$ cat src/rtl/backward_delta_pkg.sv
// ============================================================================
//  Module      : backward_delta_pkg
//  Description : Shared helpers for the backward delta stage: accumulator lane
//                width, per-lane saturation bounds and lane slice offsets.
//                The forward activation stage reuses the same helpers.
//  Revision    : 1.0  initial release
// ============================================================================
`default_nettype none

package backward_delta_pkg;

    // Accumulator lane width for a fan-in of nn on wf-bit operands.
    function automatic int wa_width(input int nn, input int wf);
        return $clog2(nn) + wf;
    endfunction

    // Largest value representable on a wf-bit signed lane.
    function automatic int sat_max(input int wf);
        return (1 << (wf - 1)) - 1;
    endfunction

    // Smallest value representable on a wf-bit signed lane.
    function automatic int sat_min(input int wf);
        return -(1 << (wf - 1));
    endfunction

    // Bit offset of lane k in a vector of w-bit lanes.
    function automatic int lane_lo(input int k, input int w);
        return k * w;
    endfunction

endpackage

`default_nettype wire

$ cat src/rtl/delta_lane.sv
// ============================================================================
//  Module      : delta_lane
//  Description : Combinational per-lane datapath: arithmetic right shift of
//                the accumulated error, saturation to WF bits, and the ReLU
//                derivative mask taken from the forward activation.
//  Ports       : i_accum    WA-bit signed accumulated error
//                i_act      WF-bit signed forward activation
//                o_sat      WF-bit saturated (unmasked) delta
//                o_mask     1 when the activation is strictly positive
//                o_sat_flag 1 when saturation changed the shifted value
//  Revision    : 1.0  initial release
// ============================================================================
`default_nettype none

module delta_lane
    import backward_delta_pkg::*;
#(
    parameter int WA    = 8,
    parameter int WF    = 5,
    parameter int SHIFT = 0
) (
    input  logic [WA-1:0] i_accum,
    input  logic [WF-1:0] i_act,
    output logic [WF-1:0] o_sat,
    output logic          o_mask,
    output logic          o_sat_flag
);

    // Bounds held at the full accumulator width so the clamp compares like
    // with like; WA >= WF always holds, so both bounds are representable.
    localparam logic signed [WA-1:0] C_MAX = WA'(sat_max(WF));
    localparam logic signed [WA-1:0] C_MIN = WA'(sat_min(WF));

    logic signed [WA-1:0] w_shifted;
    logic signed [WA-1:0] w_clamped;

    // Arithmetic shift never overflows: the result magnitude only shrinks.
    assign w_shifted = $signed(i_accum) >>> SHIFT;

    always_comb begin
        if (w_shifted > C_MAX) begin
            w_clamped = C_MAX;
        end else if (w_shifted < C_MIN) begin
            w_clamped = C_MIN;
        end else begin
            w_clamped = w_shifted;
        end
    end

    // w_clamped is always within WF-bit range, so it equals the sign
    // extension of its low WF bits; comparing it to the shifted value is the
    // saturation test.
    assign o_sat      = w_clamped[WF-1:0];
    assign o_sat_flag = (w_clamped != w_shifted);

    // ReLU derivative: positive means sign clear and not zero.
    assign o_mask     = ~i_act[WF-1] & (|i_act);

endmodule

`default_nettype wire

$ cat src/rtl/backward_delta.sv
// ============================================================================
//  Module      : backward_delta
//  Description : Backward delta stage. Joins the accumulated error vector with
//                the forward activation vector, shifts and saturates each lane
//                to WF bits, masks by the ReLU derivative, and presents the
//                previous layer's delta vector. Two registered stages with
//                elastic valid/ready on every port.
//  Ports       : iCLK / iRST                clock, synchronous active-high reset
//                iValid/oReady/iData_AM_Accum2  accum vector in (NC x WA)
//                iValid/oReady/iData_AM_Activ   activation vector in (NC x WF)
//                oValid/iReady/oData_BM_Delta1  delta vector out (NC x WF)
//                oSat                       sticky saturation flag
//  Revision    : 1.0  initial release
// ============================================================================
`default_nettype none

module backward_delta
    import backward_delta_pkg::*;
#(
    parameter int    NN    = 7,
    parameter int    NC    = 11,
    parameter int    WF    = 5,
    parameter int    SHIFT = 0,
    parameter string BURST = "yes",
    localparam int   WA    = wa_width(NN, WF)
) (
    input  logic             iCLK,
    input  logic             iRST,
    input  logic             iValid_AM_Accum2,
    output logic             oReady_AM_Accum2,
    input  logic [NC*WA-1:0] iData_AM_Accum2,
    input  logic             iValid_AM_Activ,
    output logic             oReady_AM_Activ,
    input  logic [NC*WF-1:0] iData_AM_Activ,
    output logic             oValid_BM_Delta1,
    input  logic             iReady_BM_Delta1,
    output logic [NC*WF-1:0] oData_BM_Delta1,
    output logic             oSat
);

    localparam bit C_BURST = (BURST == "yes");

    // ------------------------------------------------------------------
    // Per-lane combinational datapath
    // ------------------------------------------------------------------
    logic [NC*WF-1:0] w_lane_sat;
    logic [NC-1:0]    w_lane_mask;
    logic [NC-1:0]    w_lane_flag;

    for (genvar k = 0; k < NC; k++) begin : g_lane
        delta_lane #(
            .WA    (WA),
            .WF    (WF),
            .SHIFT (SHIFT)
        ) u_lane (
            .i_accum    (iData_AM_Accum2[lane_lo(k, WA) +: WA]),
            .i_act      (iData_AM_Activ[lane_lo(k, WF) +: WF]),
            .o_sat      (w_lane_sat[lane_lo(k, WF) +: WF]),
            .o_mask     (w_lane_mask[k]),
            .o_sat_flag (w_lane_flag[k])
        );
    end

    // ------------------------------------------------------------------
    // Pipeline state
    // ------------------------------------------------------------------
    logic             s1_vld_q,  s1_vld_d;
    logic [NC*WF-1:0] s1_sat_q,  s1_sat_d;
    logic [NC-1:0]    s1_mask_q, s1_mask_d;
    logic             s1_any_q,  s1_any_d;
    logic             s2_vld_q,  s2_vld_d;
    logic [NC*WF-1:0] s2_data_q, s2_data_d;
    logic             sat_q,     sat_d;

    logic             w_s1_can_load;
    logic             w_s2_can_load;
    logic             w_join;
    logic             w_s1_move;
    logic [NC*WF-1:0] w_masked;

    always_comb begin
        w_s2_can_load = ~s2_vld_q | iReady_BM_Delta1;
        // Non-burst mode admits a new vector only when the whole pipe is
        // empty, so exactly one vector is ever in flight.
        if (C_BURST) begin
            w_s1_can_load = ~s1_vld_q | w_s2_can_load;
        end else begin
            w_s1_can_load = ~s1_vld_q & ~s2_vld_q;
        end
        w_join    = iValid_AM_Accum2 & iValid_AM_Activ & w_s1_can_load;
        w_s1_move = s1_vld_q & w_s2_can_load;
    end

    always_comb begin
        w_masked = '0;
        for (int k = 0; k < NC; k++) begin
            if (s1_mask_q[k]) begin
                w_masked[k*WF +: WF] = s1_sat_q[k*WF +: WF];
            end
        end
    end

    always_comb begin
        s1_vld_d  = w_join | (s1_vld_q & ~w_s1_move);
        s1_sat_d  = w_join ? w_lane_sat   : s1_sat_q;
        s1_mask_d = w_join ? w_lane_mask  : s1_mask_q;
        s1_any_d  = w_join ? |w_lane_flag : s1_any_q;

        s2_vld_d  = w_s1_move | (s2_vld_q & ~iReady_BM_Delta1);
        s2_data_d = w_s1_move ? w_masked : s2_data_q;

        sat_d     = sat_q | (w_s1_move & s1_any_q);
    end

    always_ff @(posedge iCLK) begin
        if (iRST) begin
            s1_vld_q  <= 1'b0;
            s1_sat_q  <= '0;
            s1_mask_q <= '0;
            s1_any_q  <= 1'b0;
            s2_vld_q  <= 1'b0;
            s2_data_q <= '0;
            sat_q     <= 1'b0;
        end else begin
            s1_vld_q  <= s1_vld_d;
            s1_sat_q  <= s1_sat_d;
            s1_mask_q <= s1_mask_d;
            s1_any_q  <= s1_any_d;
            s2_vld_q  <= s2_vld_d;
            s2_data_q <= s2_data_d;
            sat_q     <= sat_d;
        end
    end

    // Each ready depends only on the other stream's valid, never its own.
    assign oReady_AM_Accum2 = iValid_AM_Activ  & w_s1_can_load;
    assign oReady_AM_Activ  = iValid_AM_Accum2 & w_s1_can_load;
    assign oValid_BM_Delta1 = s2_vld_q;
    assign oData_BM_Delta1  = s2_data_q;
    assign oSat             = sat_q;

endmodule

`default_nettype wire

$ cat config.mk
export PLATFORM = sky130hd
export DESIGN_NAME = backward_delta
export DESIGN_NICKNAME = d
export VERILOG_FILES = /design/src/rtl/backward_delta_pkg.sv /design/src/rtl/delta_lane.sv /design/src/rtl/backward_delta.sv
export SDC_FILE = /design/constraint.sdc
export NUM_CORES = 1
export LEC_CHECK = 0
export ABC_AREA = 1
export BUFFER_PORTS_ARGS = -buffer_cell sky130_fd_sc_hd__buf_2
export CAP_MARGIN = 20
export CORE_ASPECT_RATIO = 0.6
export CORE_UTILIZATION = 26
export CTS_BUF_LIST = sky130_fd_sc_hd__clkbuf_8
export CTS_CLUSTER_DIAMETER = 30
export DETAILED_ROUTE_END_ITERATION = 6
export GPL_TIMING_DRIVEN = 1
export SLEW_MARGIN = 20
export SYNTH_ARGS = -nofsm -noshare
export SYNTH_HDL_FRONTEND = slang
export SYNTH_SLANG_ARGS = --single-unit
$ cat constraint.sdc
create_clock -name iCLK -period 2 [get_ports iCLK]
set_clock_uncertainty 0.15 [all_clocks]
set_input_delay 0.1 -clock iCLK [delete_from_list [all_inputs] [get_ports iCLK]]
set_output_delay 0.1 -clock iCLK [all_outputs]
set_load 0.1 [all_outputs]
==> results of run 1 <==
==> critical path: cells and delay by family <==
family / cells / cell delay (ns)
AO/OA/AOI/OAI: 2 / 0.21
adder cells (fa/ha/maj): 1 / 0.32
buffers and inverters: 4 / 1.38
AND/OR/NAND/NOR: 1 / 0.11
==> worst min-delay path by stage <==
| stage | endpoint | depth (start not counted) | from | slack [ns] |
|---|---|---|---|---|
| floorplan | s1_sat_q[40] | 2 | iData_AM_Accum2[64] | 0.11 |
| global placement | s1_mask_q[6] | 4 | iData_AM_Activ[34] | 0.25 |
| detailed placement | s1_sat_q[40] | 3 | iData_AM_Accum2[64] | 0.24 |
| CTS | s1_sat_q[43] | 5 | iData_AM_Accum2[69] | 0.003 |
| global route | s1_sat_q[46] | 7 | iData_AM_Accum2[76] | 0.06 |
| finish | s1_sat_q[2] | 7 | iData_AM_Accum2[6] | 0.05 |
==> through the flow <==
| stage | setup slack [ns] | power [W] | TNS, ns | utilization [%] | hold slack [ns] |
|---|---|---|---|---|---|
| final | 0.06735 | 0.005904 | 0 | 40.10 | 0.05227 |
| after global routing | 0.005945 | 0.006228 | 0 | 40.09 | 0.05900 |
| after CTS | 0.1382 | 0.005972 | 0 | 40.05 | 0.002784 |
| after detailed placement | -0.01840 | 0.003500 | -0.01840 | 32.62 | 0.2449 |
| after global placement | -0.1141 | 0.003491 | -0.1141 | 32.62 | 0.2456 |
| after floorplan | 0.2988 | 0.003166 | 0 | - | 0.1116 |
==> area by class of cell <==
cell class | instances | share of cell area (%)
Antenna cell | 3 | 0.08463
Clock buffer | 17 | 2.638
Multi-Input combinational cell | 587 | 32.00
Clock inverter | 15 | 1.791
Inverter | 87 | 3.695
Sequential cell | 125 | 28.22
Tap cell | 308 | 4.344
Timing Repair Buffer | 342 | 27.22
==> cells by family (layout without fill, tap and decap cells) <==
logic type                 after synthesis  after routing  synth area share (%)
and+or+nand+nor                        356            356                 25.78
AOI/OAI and AO/OA                      220            220                 20.03
buffers and inverters                  127            461                 9.315
DFF                                    125            125                 42.54
adders and majority gates               11             11                 2.339
other                                    0              3                     0
==> registers in the layout (all words and copies together), names as in the netlist <==
name and flops:
oData_BM_Delta1 55, oSat 1, s1_mask_q 11, s1_any_q 1, oValid_BM_Delta1 1, s1_sat_q 55
s1_vld_q 1
==> timing repair <==
item | CTS | global route
hold buffers | 125 | 0
endpoints found under the hold margin | 84 | 0
resized for setup | 0 | 3
setup endpoints to repair | 0 | 2
==> metal layers <==
layer	share of wire (%)	vias to the layer above
li1	-	3450
met1	50	2977
met2	42	221
met3	7.2	17
met4	1.0	0
met5	0	-
==> cells in the final DEF (no fill, tap or decap) <==
cell / synthesis / layout
clkinv_2: 0 / 5
nor2_1: 101 / 101
nor3_1: 7 / 7
nand3_1: 76 / 76
dlygate4sd3_1: 0 / 125
dfxtp_2: 0 / 1
buf_2: 17 / 206
o21ai_1: 2 / 3
and3_1: 1 / 1
clkinvlp_4: 0 / 1
o21ai_0: 94 / 93
ha_1: 11 / 11
o21bai_1: 4 / 4
o21ai_2: 2 / 2
clkbuf_8: 0 / 17
nand2_2: 1 / 2
a21oi_1: 105 / 104
dfxtp_1: 125 / 124
buf_12: 0 / 4
nor4_1: 11 / 11
inv_1: 85 / 87
a21oi_2: 0 / 1
inv_2: 2 / 3
a211oi_2: 7 / 7
a31oi_1: 6 / 6
buf_4: 1 / 7
clkinv_4: 0 / 3
diode_2: 0 / 3
nand2_1: 143 / 142
nand4_1: 15 / 15
bufinv_16: 0 / 3
nand3_2: 1 / 1
==> power groups by stage <==
stage	Combinational [W]	Sequential (W)	Clock, W
after global routing	0.00112	0.00267	0.00244
after floorplan	0.000433	0.00273	0
after global placement	0.000780	0.00271	0
after CTS	0.000997	0.00266	0.00232
after detailed placement	0.000788	0.00271	0
final	0.00101	0.00266	0.00224
==> flow_summary_export.csv, run 1 <==
group,metric,value,unit
setup_path,ff2ff_path_depth,6,
setup_path,crit_top_cell,"dlygate4sd3_1",
grt,grtUsageMet1,24.35,%
drt,vias,6665,
floorplan,io_pins,207,
grt,grt_max_degree,51,
cells_and_area,stdcell_area,8871,um2
power,clockPowerShare,37.9,%
flow_run,cap_violations,0,
logic_synthesis,synthArstFlopShare,0,%
logic_synthesis,yosysTopAreaCell,"dfxtp_1",
drt,ant_nets,0,
setup_path,crit_path_max_incr_delay,0.62,ns
place,gp_congestion,0.8429,
floorplan,die_h,118.5,um
setup_path,crit_type,"in -> reg",
clock_network,path_clk_slew,0.08,ns
floorplan,die_area,23250,um2
setup_path,reg2reg_from,"s1_vld_q",
clock_network,cts_root_buf,"clkbuf_8",
setup_path,crit_path_end,"s1_sat_q[7]",
drt,drc,0,
status,status,"finished, final reports clean",
timing,period_minus_slack,1.933,ns
power,p_leak,4.082,nW
timing,finalSetupViolations,0,
grt,grt_use_met2,27.42,%
setup_path,cp-startpoint,"iData_AM_Accum2[12]",
logic_synthesis,yosys_register_bits,125,
clock_network,clk_latency,0.44,ns
setup_path,endpoint_kind,"flop",
grt,grt_pass1_vias,6316,
drt,wl_per_cell,13.78,um
clock_network,cts_sinks,125,
grt,grt_antenna_before_repair,2,
cells_and_area,syn_to_final_growth,50.79,%
clock_network,h-tree-depth,4,
logic_synthesis,synth-main-ff-cell,"dfxtp_1",
floorplan,fp.dieW,196.2,um
logic_synthesis,synth_top_area_share,42.54,%
place,dp_hpwl,14310,um
logic_synthesis,ys_warn_count,0,
logic_synthesis,yosysMostFrequentCell,"nand2_1",
timing,slew_violations,0,
setup_path,crit_path_start_kind,"input port",
logic_synthesis,synth.cell_area,5883,um2
cells_and_area,nNetsFinal,1319,
logic_synthesis,synth_edf_count,0,
place,portBuffers,206,
place,placed_cell_area,7216,um2
timing,relSlewSlack,33.41,%
logic_synthesis,ys_seq_area_share,42.54,%
setup_path,critPathSlowestCell,"dlygate4sd3_1",
cells_and_area,drive_above_1_share,22.42,%
power,intPower,0.004259,W
setup_path,arrival,2.12,ns
drt,finalWirelength,20440,um
clock_network,clockBufferDepth,2,
drt,avgViaCountPerCell,4.491,
timing,rsz0062_at_grt,"no",
floorplan,core,22120,um2
setup_path,path_cells,"dlygate4sd3_1, buf_2, nand4_1, ha_1, inv_1, a21oi_1, dlygate4sd3_1, a21oi_2",
grt,use_met3,4.994,%
floorplan,fp-row-count,42,
drt,first_pass_iters,5,
grt,overflow,0,
grt,top_usage_layer,"met2",
cells_and_area,layoutNonFillerInstCount,1484,
clock_network,cts_tree,"yes",
power,powerDensity,665.5,nW/um2
power,p_switching,0.001645,W
logic_synthesis,syn_avg_cell_area,7.012,um2
logic_synthesis,synth.distinct_cells,25,
timing,final_hold_viol_count,0,
drt,drt_iter0_drc,338,
setup_path,crit_required,2.18,ns
grt,grt_util_all_layers,17.88,%
power,ir_drop,0.3662,mV
power,comb_power_share,17.1,%
cells_and_area,multi_input_area,2839,um2
timing,tightest_slew,0.9884,ns
logic_synthesis,syn_inst,839,
setup_path,critPathMaxFanout,4,
power,switching_share,27.86,%
timing,fin_crit_sh,96.63,%
logic_synthesis,ys_top_cells_by_count,"nand2_1, dfxtp_1, a21oi_1, nor2_1, o21ai_0",
setup_path,reg2reg_slack,0.15,ns
logic_synthesis,synth.area.top_cells,"dfxtp_1, nand2_1, a21oi_1, o21ai_0, nand3_1",
cells_and_area,seqCellArea,2504,um2
hold_path,hp-class,"in -> reg",
cells_and_area,fill_cells,2306,
power,p_seq_share,45.0,%
logic_synthesis,synth_nets,998,
clock_network,post-cts-setup-buffers,0,
floorplan,start_util,26.59,%
clock_network,cts_made_buffers,17,
setup_path,regToRegEndpoint,"s1_sat_q[50]",
place,place_inst,1324,
timing,max_freq,0.5174,GHz
grt,grt_pass1_wl,32170,um
No activity file was read; power rests on OpenSTA's default activity.
==> inputs of run 2 (changes only) <==
Settings changed: HOLD_SLACK_MARGIN from default to 0.08.
Clock period 2 ns to 2.22 ns, I/O delays scaled along.
==> run 2 against run 1 <==
Compared with the run above:
- register-to-register slack is essentially flat
- via count grew 2.0%
- largest cell class unchanged
- sequential share of layout area fell by 0.75 points
- final cell count rose by 1.0%
- setup slack gained 0.069 ns
==> flow_summary_export.csv, run 2 (synthesis results as in run 1) <==
group,metric,value,unit
status,status,"finished, final reports clean",
setup_path,crit_top_cell,"o21ai_0",
timing,tns,0,ns
timing,relSlewSlack,45.38,%
cells_and_area,syn_to_final_growth,54.83,%
setup_path,crit_type,"reg -> reg",
setup_path,critPathMaxFanout,42,
timing,tightest_slew,0.8108,ns
floorplan,die_h,118.5,um
cells_and_area,layout_commonest_cell,"buf_2",
power,powerDensity,615.5,nW/um2
timing,rsz0062_at_grt,"no",
cells_and_area,layoutNonFillerInstCount,1499,
clock_network,clk_latency,0.46,ns
clock_network,clockBufferDepth,2,
drt,drt_iter0_drc,290,
floorplan,start_util,26.59,%
drt,first_pass_iters,6,
timing,period_minus_slack,2.084,ns
power,ir_drop,0.3510,mV
place,place_ws,0.2306,ns
setup_path,arrival,2.27,ns
cells_and_area,drive_above_1_share,22.77,%
setup_path,path_cells,"nand3_2, nand2_2, clkinv_2, buf_6, o21ai_0, dlygate4sd3_1, o21ai_0, nor2_1",
place,place_inst,1324,
clock_network,path_clk_slew,0.07,ns
cells_and_area,nNetsFinal,1336,
floorplan,die_area,23250,um2
floorplan,core,22120,um2
drt,avgViaCountPerCell,4.534,
drt,ant_nets,0,
timing,max_freq,0.4800,GHz
clock_network,cts_made_buffers,17,
floorplan,fp-row-count,42,
drt,drc,0,
setup_path,critPathSlowestCell,"dlygate4sd3_1",
place,portBuffers,206,
grt,grt_pass1_wl,32630,um
setup_path,endpoint_kind,"flop",
power,p_leak,4.160,nW
drt,wl_per_cell,13.86,um
hold_path,hp-class,"in -> reg",
timing,final_hold_viol_count,0,
grt,grt_util_all_layers,18.15,%
setup_path,crit_path_max_incr_delay,0.59,ns
setup_path,path_buf_inv,3,
setup_path,crit_required,2.40,ns
drt,finalWirelength,20780,um
timing,finalSetupViolations,0,
setup_path,cp-startpoint,"s1_vld_q",
timing,fin_crit_sh,93.85,%
setup_path,reg2reg_from,"s1_vld_q",
flow_run,cap_violations,0,
grt,grt_pass1_vias,6557,
cells_and_area,final_cell_mix,"buf_2, nand2_1, dlygate4sd3_1, dfxtp_1, a21oi_1",
floorplan,fp.dieW,196.2,um
place,dp_hpwl,14340,um
clock_network,h-tree-depth,4,
grt,grt_max_degree,78,
timing,slew_violations,0,
clock_network,cts_root_buf,"clkbuf_8",
drt,vias,6796,
floorplan,io_pins,207,
grt,grt_antenna_before_repair,1,
place,gp_congestion,0.8323,
setup_path,crit_path_start_kind,"flop",
timing,setup_slack,0.1365,ns
clock_network,cts_sinks,125,
cells_and_area,utilization,41.17,%
hold_path,hp-start,"iData_AM_Accum2[37]",
setup_path,cp_top_family,"buffers and inverters",
clock_network,cts_tree,"yes",
grt,overflow,0,
-- run 2: stage by stage --
stage                     instance area [um2]  hold WS, ns  total power, W
after floorplan                          5883       0.1226        0.002852
after global placement                   7189       0.2571        0.003141
after detailed placement                 7189       0.2584        0.003150
after CTS                                9055      0.08296        0.005644
after global routing                     9109       0.1357        0.005874
final                                    9109       0.1382        0.005606
-- run 2: routing by layer --
metal,global-route usage [%],share of wire (%),up-vias
li1,-,-,3487
met1,23.96,50,3067
met2,28.74,43,217
met3,4.909,6.0,25
met4,5.566,1.5,0
met5,0,0,-
-- run 2: final timing paths --
| check | endpoint | slack, ns | cells after the start |
|---|---|---|---|
| worst max-delay path | s1_mask_q[3] | 0.14 | 8 |
| worst min-delay path | s1_sat_q[21] | 0.14 | 7 |
| worst max register to register | s1_mask_q[3] | 0.14 | 8 |
| worst min register to register | oSat | 0.31 | 2 |
-- run 2: power by group --
part	total [W]	internal (W)	switching (W)	leakage, nW
sequential	0.00239	0.00233	0.0000619	1.02
combinational	0.000951	0.000448	0.000503	2.92
clock	0.00226	0.00130	0.000960	0.223
total	0.00561	0.00408	0.00152	4.16
-- run 2: worst min-delay path, stage by stage --
cell and delay [ns]:
buf_2 0.09, nor2_1 0.06, nand2_1 0.07, nand2_1 0.08, inv_1 0.13, a21oi_1 0.06
a21oi_1 0.11
-- run 2: final cells by class --
type | instances | area, um2
sequential | 125 | 2502
tap | 308 | 385.4
fill | 2280 | 13020
multi-input combinational | 587 | 2868
clock inverter | 12 | 168.9
antenna | 1 | 2.502
timing repair buffer | 359 | 2579
inverter | 87 | 327.8
clock buffer | 20 | 275.3
-- run 2: timing repair --
item / CTS / global route
hold buffers: 142 / 0
setup buffers: 0 / 0
setup endpoints to repair: 0 / 10
endpoints found under the hold margin: 125 / 0
gates resized for setup: 0 / 16
